--- config.mk ---
export PLATFORM = sky130hd
export DESIGN_NAME = load_store_unit
export DESIGN_NICKNAME = d
export VERILOG_FILES = /design/src/rtl/lsu_pkg.sv /design/src/rtl/lsu_align.sv /design/src/rtl/load_store_unit.sv
export SDC_FILE = /design/constraint.sdc
export NUM_CORES = 1
export LEC_CHECK = 0
export ABC_AREA = 0
export CORE_MARGIN = 1
export CORE_UTILIZATION = 40
export CTS_CLUSTER_SIZE = 40
export DETAILED_ROUTE_END_ITERATION = 8
export HOLD_SLACK_MARGIN = 0.05
export PLACE_DENSITY = 0.7
export SYNTH_ARGS = -nofsm -noshare
export SYNTH_HDL_FRONTEND = slang
export SYNTH_HIERARCHICAL = 1
export SYNTH_SLANG_ARGS = --single-unit
--- constraint.sdc ---
create_clock -name clk -period 7.1 [get_ports clk]
set_clock_uncertainty 0.05 [all_clocks]
set_input_delay 1.42 -clock clk [delete_from_list [all_inputs] [get_ports clk]]
set_output_delay 1.42 -clock clk [all_outputs]
set_load 0.005 [all_outputs]
--- src/rtl/lsu_pkg.sv ---
// Shared types for the load/store unit: FSM states, RISC-V funct3 codes, request legality check.
// Pure declarations; no latency or flow control of its own.
package lsu_pkg;

    typedef enum logic [1:0] {
        IDLE   = 2'd0,
        ACCESS = 2'd1,
        WAIT   = 2'd2,
        RESP   = 2'd3
    } lsu_state_t;

    localparam logic [2:0] F3_B  = 3'b000;
    localparam logic [2:0] F3_H  = 3'b001;
    localparam logic [2:0] F3_W  = 3'b010;
    localparam logic [2:0] F3_BU = 3'b100;
    localparam logic [2:0] F3_HU = 3'b101;

    // 1 when the request must be rejected: unknown funct3 for its direction, or misaligned
    function automatic logic req_bad(input logic we, input logic [2:0] f3, input logic [1:0] a);
        logic illegal;
        logic misaligned;
        if (we)
            illegal = !(f3 == F3_B || f3 == F3_H || f3 == F3_W);
        else
            illegal = !(f3 == F3_B || f3 == F3_H || f3 == F3_W || f3 == F3_BU || f3 == F3_HU);
        misaligned = ((f3[1:0] == 2'b01) && a[0]) || ((f3[1:0] == 2'b10) && (a != 2'b00));
        return illegal || misaligned;
    endfunction

endpackage

--- src/rtl/lsu_align.sv ---
// Lane selection with sign/zero extension for loads, byte-lane merge for sub-word stores.
// Purely combinational, zero latency; no flow control.
module lsu_align
    import lsu_pkg::*;
(
    input  logic [2:0]  i_funct3,
    input  logic [1:0]  i_addr_lo,
    input  logic [31:0] i_mem_rd,
    input  logic [31:0] i_wdata,
    output logic [31:0] o_load_data,
    output logic [31:0] o_store_word
);

    logic [31:0] w_shifted;
    logic [7:0]  w_byte;
    logic [15:0] w_half;
    logic        w_sext;

    always_comb begin
        w_shifted = i_mem_rd >> {i_addr_lo, 3'b000};
        w_byte    = w_shifted[7:0];
        w_half    = i_addr_lo[1] ? i_mem_rd[31:16] : i_mem_rd[15:0];
        w_sext    = ~i_funct3[2];

        case (i_funct3[1:0])
            2'b00:   o_load_data = {{24{w_sext & w_byte[7]}}, w_byte};
            2'b01:   o_load_data = {{16{w_sext & w_half[15]}}, w_half};
            default: o_load_data = i_mem_rd;
        endcase

        // Lanes not addressed by the store keep the word just read from memory
        o_store_word = i_mem_rd;
        case (i_funct3[1:0])
            2'b00:   o_store_word[{i_addr_lo, 3'b000} +: 8] = i_wdata[7:0];
            2'b01: begin
                if (i_addr_lo[1])
                    o_store_word[31:16] = i_wdata[15:0];
                else
                    o_store_word[15:0]  = i_wdata[15:0];
            end
            default: o_store_word = i_wdata;
        endcase
    end

endmodule

--- src/rtl/load_store_unit.sv ---
// Core-side load/store requester for a word-wide synchronous-read data memory.
// Response 3 cycles after accept (loads/SB/SH), 2 (SW), 1 (error); req_ready only while idle.
module load_store_unit
    import lsu_pkg::*;
#(
    parameter int N = 20
) (
    input  logic          clk,
    input  logic          rst,
    input  logic          req_valid,
    output logic          req_ready,
    input  logic          req_we,
    input  logic [2:0]    req_funct3,
    input  logic [N+1:0]  req_addr,
    input  logic [31:0]   req_wdata,
    output logic          resp_valid,
    output logic [31:0]   resp_rdata,
    output logic          resp_err,
    output logic          mem_WE,
    output logic [N-1:0]  mem_A,
    output logic [31:0]   mem_WD,
    input  logic [31:0]   mem_RD
);

    lsu_state_t     r_state;
    logic           r_we;
    logic [2:0]     r_funct3;
    logic [N+1:0]   r_addr;
    logic [31:0]    r_wdata;
    logic [31:0]    r_rdata;
    logic           r_err;

    logic [31:0]    w_load_data;
    logic [31:0]    w_store_word;
    logic           w_is_sw;

    lsu_align u_align (
        .i_funct3     (r_funct3),
        .i_addr_lo    (r_addr[1:0]),
        .i_mem_rd     (mem_RD),
        .i_wdata      (r_wdata),
        .o_load_data  (w_load_data),
        .o_store_word (w_store_word)
    );

    assign w_is_sw = r_we && (r_funct3 == F3_W);

    always_ff @(posedge clk) begin
        if (rst) begin
            r_state  <= IDLE;
            r_we     <= 1'b0;
            r_funct3 <= 3'b000;
            r_addr   <= '0;
            r_wdata  <= 32'd0;
            r_rdata  <= 32'd0;
            r_err    <= 1'b0;
        end else begin
            case (r_state)
                IDLE: begin
                    if (req_valid) begin
                        r_we     <= req_we;
                        r_funct3 <= req_funct3;
                        r_addr   <= req_addr;
                        r_wdata  <= req_wdata;
                        r_rdata  <= 32'd0;
                        if (req_bad(req_we, req_funct3, req_addr[1:0])) begin
                            r_err   <= 1'b1;
                            r_state <= RESP;
                        end else begin
                            r_err   <= 1'b0;
                            r_state <= ACCESS;
                        end
                    end
                end
                // Full-word stores need no read, so they skip the read-back cycle
                ACCESS:  r_state <= w_is_sw ? RESP : WAIT;
                WAIT: begin
                    if (!r_we)
                        r_rdata <= w_load_data;
                    r_state <= RESP;
                end
                RESP:    r_state <= IDLE;
                default: r_state <= IDLE;
            endcase
        end
    end

    assign req_ready  = (r_state == IDLE) && !rst;
    assign resp_valid = (r_state == RESP);
    assign resp_rdata = r_rdata;
    assign resp_err   = r_err;
    assign mem_A      = r_addr[N+1:2];

    // Write strobe is gated by rst so an aborted read-modify-write never reaches memory
    always_comb begin
        mem_WE = 1'b0;
        mem_WD = 32'd0;
        if (r_state == ACCESS && w_is_sw) begin
            mem_WE = !rst;
            mem_WD = r_wdata;
        end else if (r_state == WAIT && r_we) begin
            mem_WE = !rst;
            mem_WD = w_store_word;
        end
    end

endmodule

Word-level counts from Yosys, hierarchy flattened
Index checks and enable logic that the tools add are counted.
{ "classes": {"add_sub_neg": 1, "n_mul": 0, "n_div": 0, "magnitude_cmp": 0, "n_eq_ne": 13, "shift": 3, "muxes": 22, "bitwise_logic": 3, "reduce_logical": 22} }
{ "op_table": {"columns": ["operator", "count"], "rows": [
  ["case mux 32 bit (2 select lines)", 3],
  ["2-to-1 mux 32 bit", 4],
  ["2-to-1 mux 16 bit", 3],
  ["bitwise mux 32 bit", 1],
  ["variable shift 8 x 7 -> 32 bit, first input constant", 1],
  ["variable part select 8 x 7 -> 32 bit", 1],
  [">> shifter 32 x 5 -> 8 bit", 1],
  ["2-to-1 mux 1 bit", 8],
  ["case mux 2 bit (4 select lines)", 1],
  ["negation 5 -> 7 bit", 1],
  ["equality test 2 x 1 -> 1 bit, second input constant", 3],
  ["equality test 2 bit, second input constant", 3],
  ["equality test 3 x 2 -> 1 bit, second input constant", 2],
  ["equality test 3 bit, second input constant", 2],
  ["logical AND 1 bit", 6],
  ["logical OR 1 bit", 6],
  ["logical NOT 2 bit", 2],
  ["2-to-1 mux 2 bit", 2],
  ["!= test 2 bit, second input constant", 2],
  ["nonzero test 2 bit", 2],
  ["equality test 3 x 1 -> 1 bit, second input constant", 1],
  ["logical NOT 1 bit", 3],
  ["logical NOT 3 bit", 1],
  ["AND reduction 3 bit", 1],
  ["3 further kinds", 4]
]} }
{ "totals": {"register_bits": 93, "latch_bits": 0, "ramBits": 0, "romBits": 0, "input_bits": 93, "output_inout_bits": 88, "memories": 0} }

Longest topological paths before layout
{ "logic_depth": {"ltp_word": 14, "depth_mapped": 11} }

Modules after synthesis
Netlist, hierarchy kept.
{ "by_module_without_submodules": {"columns": ["module", "n_inst", "cells_per_inst", "area_per_inst_um2"], "rows": [
  ["load_store_unit", 1, 556, 4322.9],
  ["lsu_align", 1, 241, 1682.9]
]} }

Worst setup path before layout
OpenSTA, ideal clock, no wires.
{ "synth_path": {"path_kind": "register to output", "from": "reg r_addr[1]", "to": "out mem_WD[31]", "t_arrival_ns": 2.330, "required_time_ns": 5.630, "setup_slack_ns": 3.300, "stages_incl_launch_ff": 12, "path_buffers": 4, "cell_sequence": "dfxtp_1 -> buf_2 -> buf_2 -> buf_2 -> inv_2 -> ha_1 -> nor3b_1 -> nor2b_1 -> clkbuf_1 -> a221o_1 -> nand2_1 -> mux2i_1"} }
{ "synth_via": {"elab_chain_len": 6, "word_cells_on_any_way": 8} }
{ "synth_lines": {"columns": ["item", "line", "rtl"], "rows": [
  ["from (decl)", "load_store_unit.sv:28", "logic [N+1:0] r_addr;"],
  ["from (signal assigned)", "load_store_unit.sv:63", "r_addr <= req_addr;"],
  ["negation 5 -> 7 bit", "lsu_align.sv:34", "2'b00: o_store_word[{i_addr_lo, 3'b000} +: 8] = i_wdata[7:0];"],
  ["variable part select 8 x 7 -> 32 bit or variable shift 8 x 7 -> 32 bit (tied branches)", "lsu_align.sv:34", null],
  ["bitwise mux 32 bit", "lsu_align.sv:34", null],
  ["case mux 32 bit (2 select lines) *", "lsu_align.sv:33", "case (i_funct3[1:0])"],
  ["via w_store_word[31]", "load_store_unit.sv:34", "logic [31:0] w_store_word;"],
  ["2-to-1 mux 32 bit *", "load_store_unit.sv:101", "end else if (r_state == WAIT && r_we) begin"],
  ["2-to-1 mux 32 bit *", "load_store_unit.sv:98", "if (r_state == ACCESS && w_is_sw) begin"],
  ["to (decl)", "load_store_unit.sv:21", "output logic [31:0] mem_WD,"]
]} }
The timed path passes the listed nets; every way through them passes the cells marked *.

Worst setup path after layout
{ "layout_path": {"from": "reg r_state[0]", "to": "out mem_WE"} }
{ "layout_via": {"elab_chain_len": 4, "word_cells_on_any_way": 6} }
{ "layout_lines": {"columns": ["item", "line", "rtl"], "rows": [
  ["from (decl)", "load_store_unit.sv:25", "lsu_state_t r_state;"],
  ["from (signal assigned)", "load_store_unit.sv:76", "ACCESS: r_state <= w_is_sw ? RESP : WAIT;"],
  ["equality test 2 bit", "load_store_unit.sv:101", null],
  ["logical AND 1 bit", "load_store_unit.sv:101", null],
  ["2-to-1 mux 1 bit", "load_store_unit.sv:101", null],
  ["2-to-1 mux 1 bit *", "load_store_unit.sv:98", null],
  ["to (decl)", "load_store_unit.sv:19", "output logic mem_WE,"]
]} }
Mark *: on every way between the ends. The rest lies on a longest branch, timed or not.

==> metrics <==
total overflow reported by the global router=0; pin count of the biggest net entering global routing=65; arrival time worst endpoint=3770 ps; sequential cell area fraction in the yosys report=31.0%; CP startpoint kind=flop; total global-route track usage=25.3%; Hold Path End=r_addr[3]; slowest stage cell, crit path=sky130_fd_sc_hd__ha_1; peak ir drop on the vdd network=0.173 mV; WP data required=5630 ps; count of cell types in the netlist=46; clock tree from TritonCTS=built; minimum period implied by the final worst setup slack=5240 ps; total power after layout=around 2.3 mW; number of synthesis warnings=6; Die X=125 µm; clock insertion delay at the later pin of the skew report=between 300 and 400 ps; starting density of the core=around two fifths; length in cells of the worst reg-to-reg path=5; area of the die=15500 µm²; H-Tree Level Count=3; leakage power summed over all cells=2.82 nW; Setup Crit Path Kind=reg2out; setup slack of the worst register-to-register path=~4000 ps; most frequent cells in the layout=sky130_fd_sc_hd__nand2_1 (183), sky130_fd_sc_hd__clkdlybuf4s50_1 (179), sky130_fd_sc_hd__a21oi_1 (131); number of synthesized register bits=93; period utilisation layout=73.7%; mean area per synthesized cell=7.54 µm²; top-area cell type share of the netlist area=between 30% and 40%; HP Class=reg2reg; Final GP Congestion=0.924; biggest area consumer among synthesized cells=sky130_fd_sc_hd__dfxtp_1; critical path cell sequence=inv_1 > ha_1 > nand2_1 > a21oi_1 > clkdlybuf4s50_1; final count of pins violating max slew=0; total of endpoints with negative setup slack in the final report=0; total nets after synthesis=900; CTS resizes=0; Layout area overhead=31.0%; RSZ-0062 raised after global routing=false; most used flip-flop cell after synthesis=sky130_fd_sc_hd__dfxtp_1; hold buffers post-CTS=0; number of antenna-violating nets in the routed design=0; number of synthesized flops with an enable pin=0; most common cell after layout, fill and taps aside=sky130_fd_sc_hd__nand2_1; post-CTS setup-driven buffer insertion count=0; clock-pin slew reported for the worst setup and hold paths after clock tree synthesis=roughly 80 ps; pwr dens=between 200 and 300 nW/µm²; reg2reg end=resp_rdata[17]; sum of negative setup slack=0 ps; hold-critical path depth=2; routed via count=6191; achievable clock frequency=around 0.19 GHz; post-DR vias/cell=5.69; Die H=125 µm; count of pins on the block boundary=181; max capacitance violation total=0; Final HPWL DP=13.8 mm; layout cells sized above 1=under 10%; nets@finish=~1000; wire length of the first global-routing pass=roughly 31 mm; largest fanout on the critical path=35; count of buffers inserted at the top-level ports=180; Worst-Margin Slew=1190 ps; Crit. End Element=output pin; CTS sink count=between 90 and 100; synthesized cell area=6010 µm²; root buffer cell=sky130_fd_sc_hd__clkbuf_16; initial antenna violation count=1; Routed WL per cell=about 18 µm; final WL=19.8 mm; Worst Min Path Start=r_addr[3]; DRC errors left=0; count of mapped cells out of synthesis=797; DR iter-0 viols=between 500 and 600; number of antenna diodes=0; Slew HR=between 20% and 30%; Final Hold Fails=0; deepest clock path buffer count=2; vias in the first global route=around 5800; proportion of register bits with asynchronous set or reset after synthesis=0%; area of the placeable core=14600 µm²; Synth area leaders=sky130_fd_sc_hd__dfxtp_1 (31%), sky130_fd_sc_hd__nand2_1 (12%), sky130_fd_sc_hd__a21oi_1 (11%), sky130_fd_sc_hd__mux2i_1 (5.7%), sky130_fd_sc_hd__a221o_1 (4.0%); origin of the critical flop-to-flop path=r_state[0]; run status=finished, final reports clean; cts bufs inserted=9; slowest cell delay on critical path=900 ps; number of standard-cell rows in the floorplan=44; Pre-Repair DR Iteration Count=5
-- state kept, by name, summed over array words and instances (netlist names) --
name and cells:
r_funct3 3, resp_err 1, resp_rdata 32, r_we 1
r_wdata 32, r_addr 22, r_state 2
-- logic make-up after synthesis --
group	synth area share (%)
AOI/OAI and AO/OA	25.1
muxes	8.71
buffers and inverters	12.1
adders and majority gates	2.08
DFF	31.0
and+or+nand+nor	21.0
-- worst max-delay path: cells and delay by family (launching register included) --
family | cells | cell delay [ps]
flops | 1 | 330
fa+ha+maj | 1 | 900
compound gates | 1 | 560
simple gates | 1 | 880
buf+inv | 2 | 710
-- cells in the mapped netlist (2+ instances only) --
cell                         n
sky130_fd_sc_hd__buf_4      23
sky130_fd_sc_hd__o221ai_2    3
sky130_fd_sc_hd__nor2_1      5
sky130_fd_sc_hd__nand4_1    32
sky130_fd_sc_hd__ha_1       10
sky130_fd_sc_hd__buf_6      11
sky130_fd_sc_hd__nor2b_1     5
sky130_fd_sc_hd__a211oi_2    2
sky130_fd_sc_hd__buf_2      28
sky130_fd_sc_hd__a22o_1      7
sky130_fd_sc_hd__o221ai_1   13
sky130_fd_sc_hd__nand3b_1    8
sky130_fd_sc_hd__clkbuf_1   27
sky130_fd_sc_hd__o21ai_1    10
sky130_fd_sc_hd__nand2b_1    9
sky130_fd_sc_hd__nor3b_1     2
sky130_fd_sc_hd__clkbuf_2    3
sky130_fd_sc_hd__nand2_1   184
sky130_fd_sc_hd__nand3_1    10
sky130_fd_sc_hd__a221o_1    24
sky130_fd_sc_hd__mux2i_1    34
sky130_fd_sc_hd__o21ai_0    32
sky130_fd_sc_hd__a22oi_1    10
sky130_fd_sc_hd__mux4_2      7
sky130_fd_sc_hd__nor3_1      9
sky130_fd_sc_hd__inv_1      45
sky130_fd_sc_hd__and2_1      3
sky130_fd_sc_hd__a21oi_1   131
sky130_fd_sc_hd__dfxtp_1    93
-- through the flow --
stage,area [µm²],instances,utilization (%),setup slack (ps),hold slack [ps]
2_1_floorplan,6010,797,-,3300,387
3_3_place_gp,7520,1073,51.5,2380,391
3_5_place_dp,7520,1073,51.5,2310,398
4_1_cts,7870,1089,53.9,1890,405
5_1_grt,7870,1089,53.9,1550,418
6_report,7870,1089,53.9,1860,402
-- power breakdown --
| part | total [mW] | switching [mW] | internal, mW |
|---|---|---|---|
| combinational | 0.970 | 0.550 | 0.420 |
| clock | 0.572 | 0.226 | 0.347 |
| sequential | 0.731 | 0.105 | 0.626 |
-- worst max-delay path by stage --
stage / from / to / cells after the start
finish: r_state[0] / mem_WE / 5
detailed placement: r_state[0] / mem_WD[25] / 6
floorplan: r_addr[1] / mem_WD[31] / 11
CTS: r_state[0] / mem_WD[25] / 6
global route: r_state[0] / mem_WD[29] / 6
global placement: r_state[0] / mem_WD[18] / 6
-- cell type report --
cell class | count | area (µm²)
clock buffer | 9 | 225
clock inverter | 7 | 123
fill | 1399 | 6720
inverter | 46 | 173
multi-input combinational | 565 | 3420
sequential | 93 | 1860
tap | 184 | 230
timing repair buffer | 185 | 1830
-- layer usage --
layer,vias up,share of wire (%),GRT usage [%]
met3,53,9.0,7.99
met1,2859,44,32.7
li1,2991,-,-
met2,286,44,38.1
met4,2,3.3,11.8
met5,-,0.050,0
No activity file was read; power rests on OpenSTA's default activity.
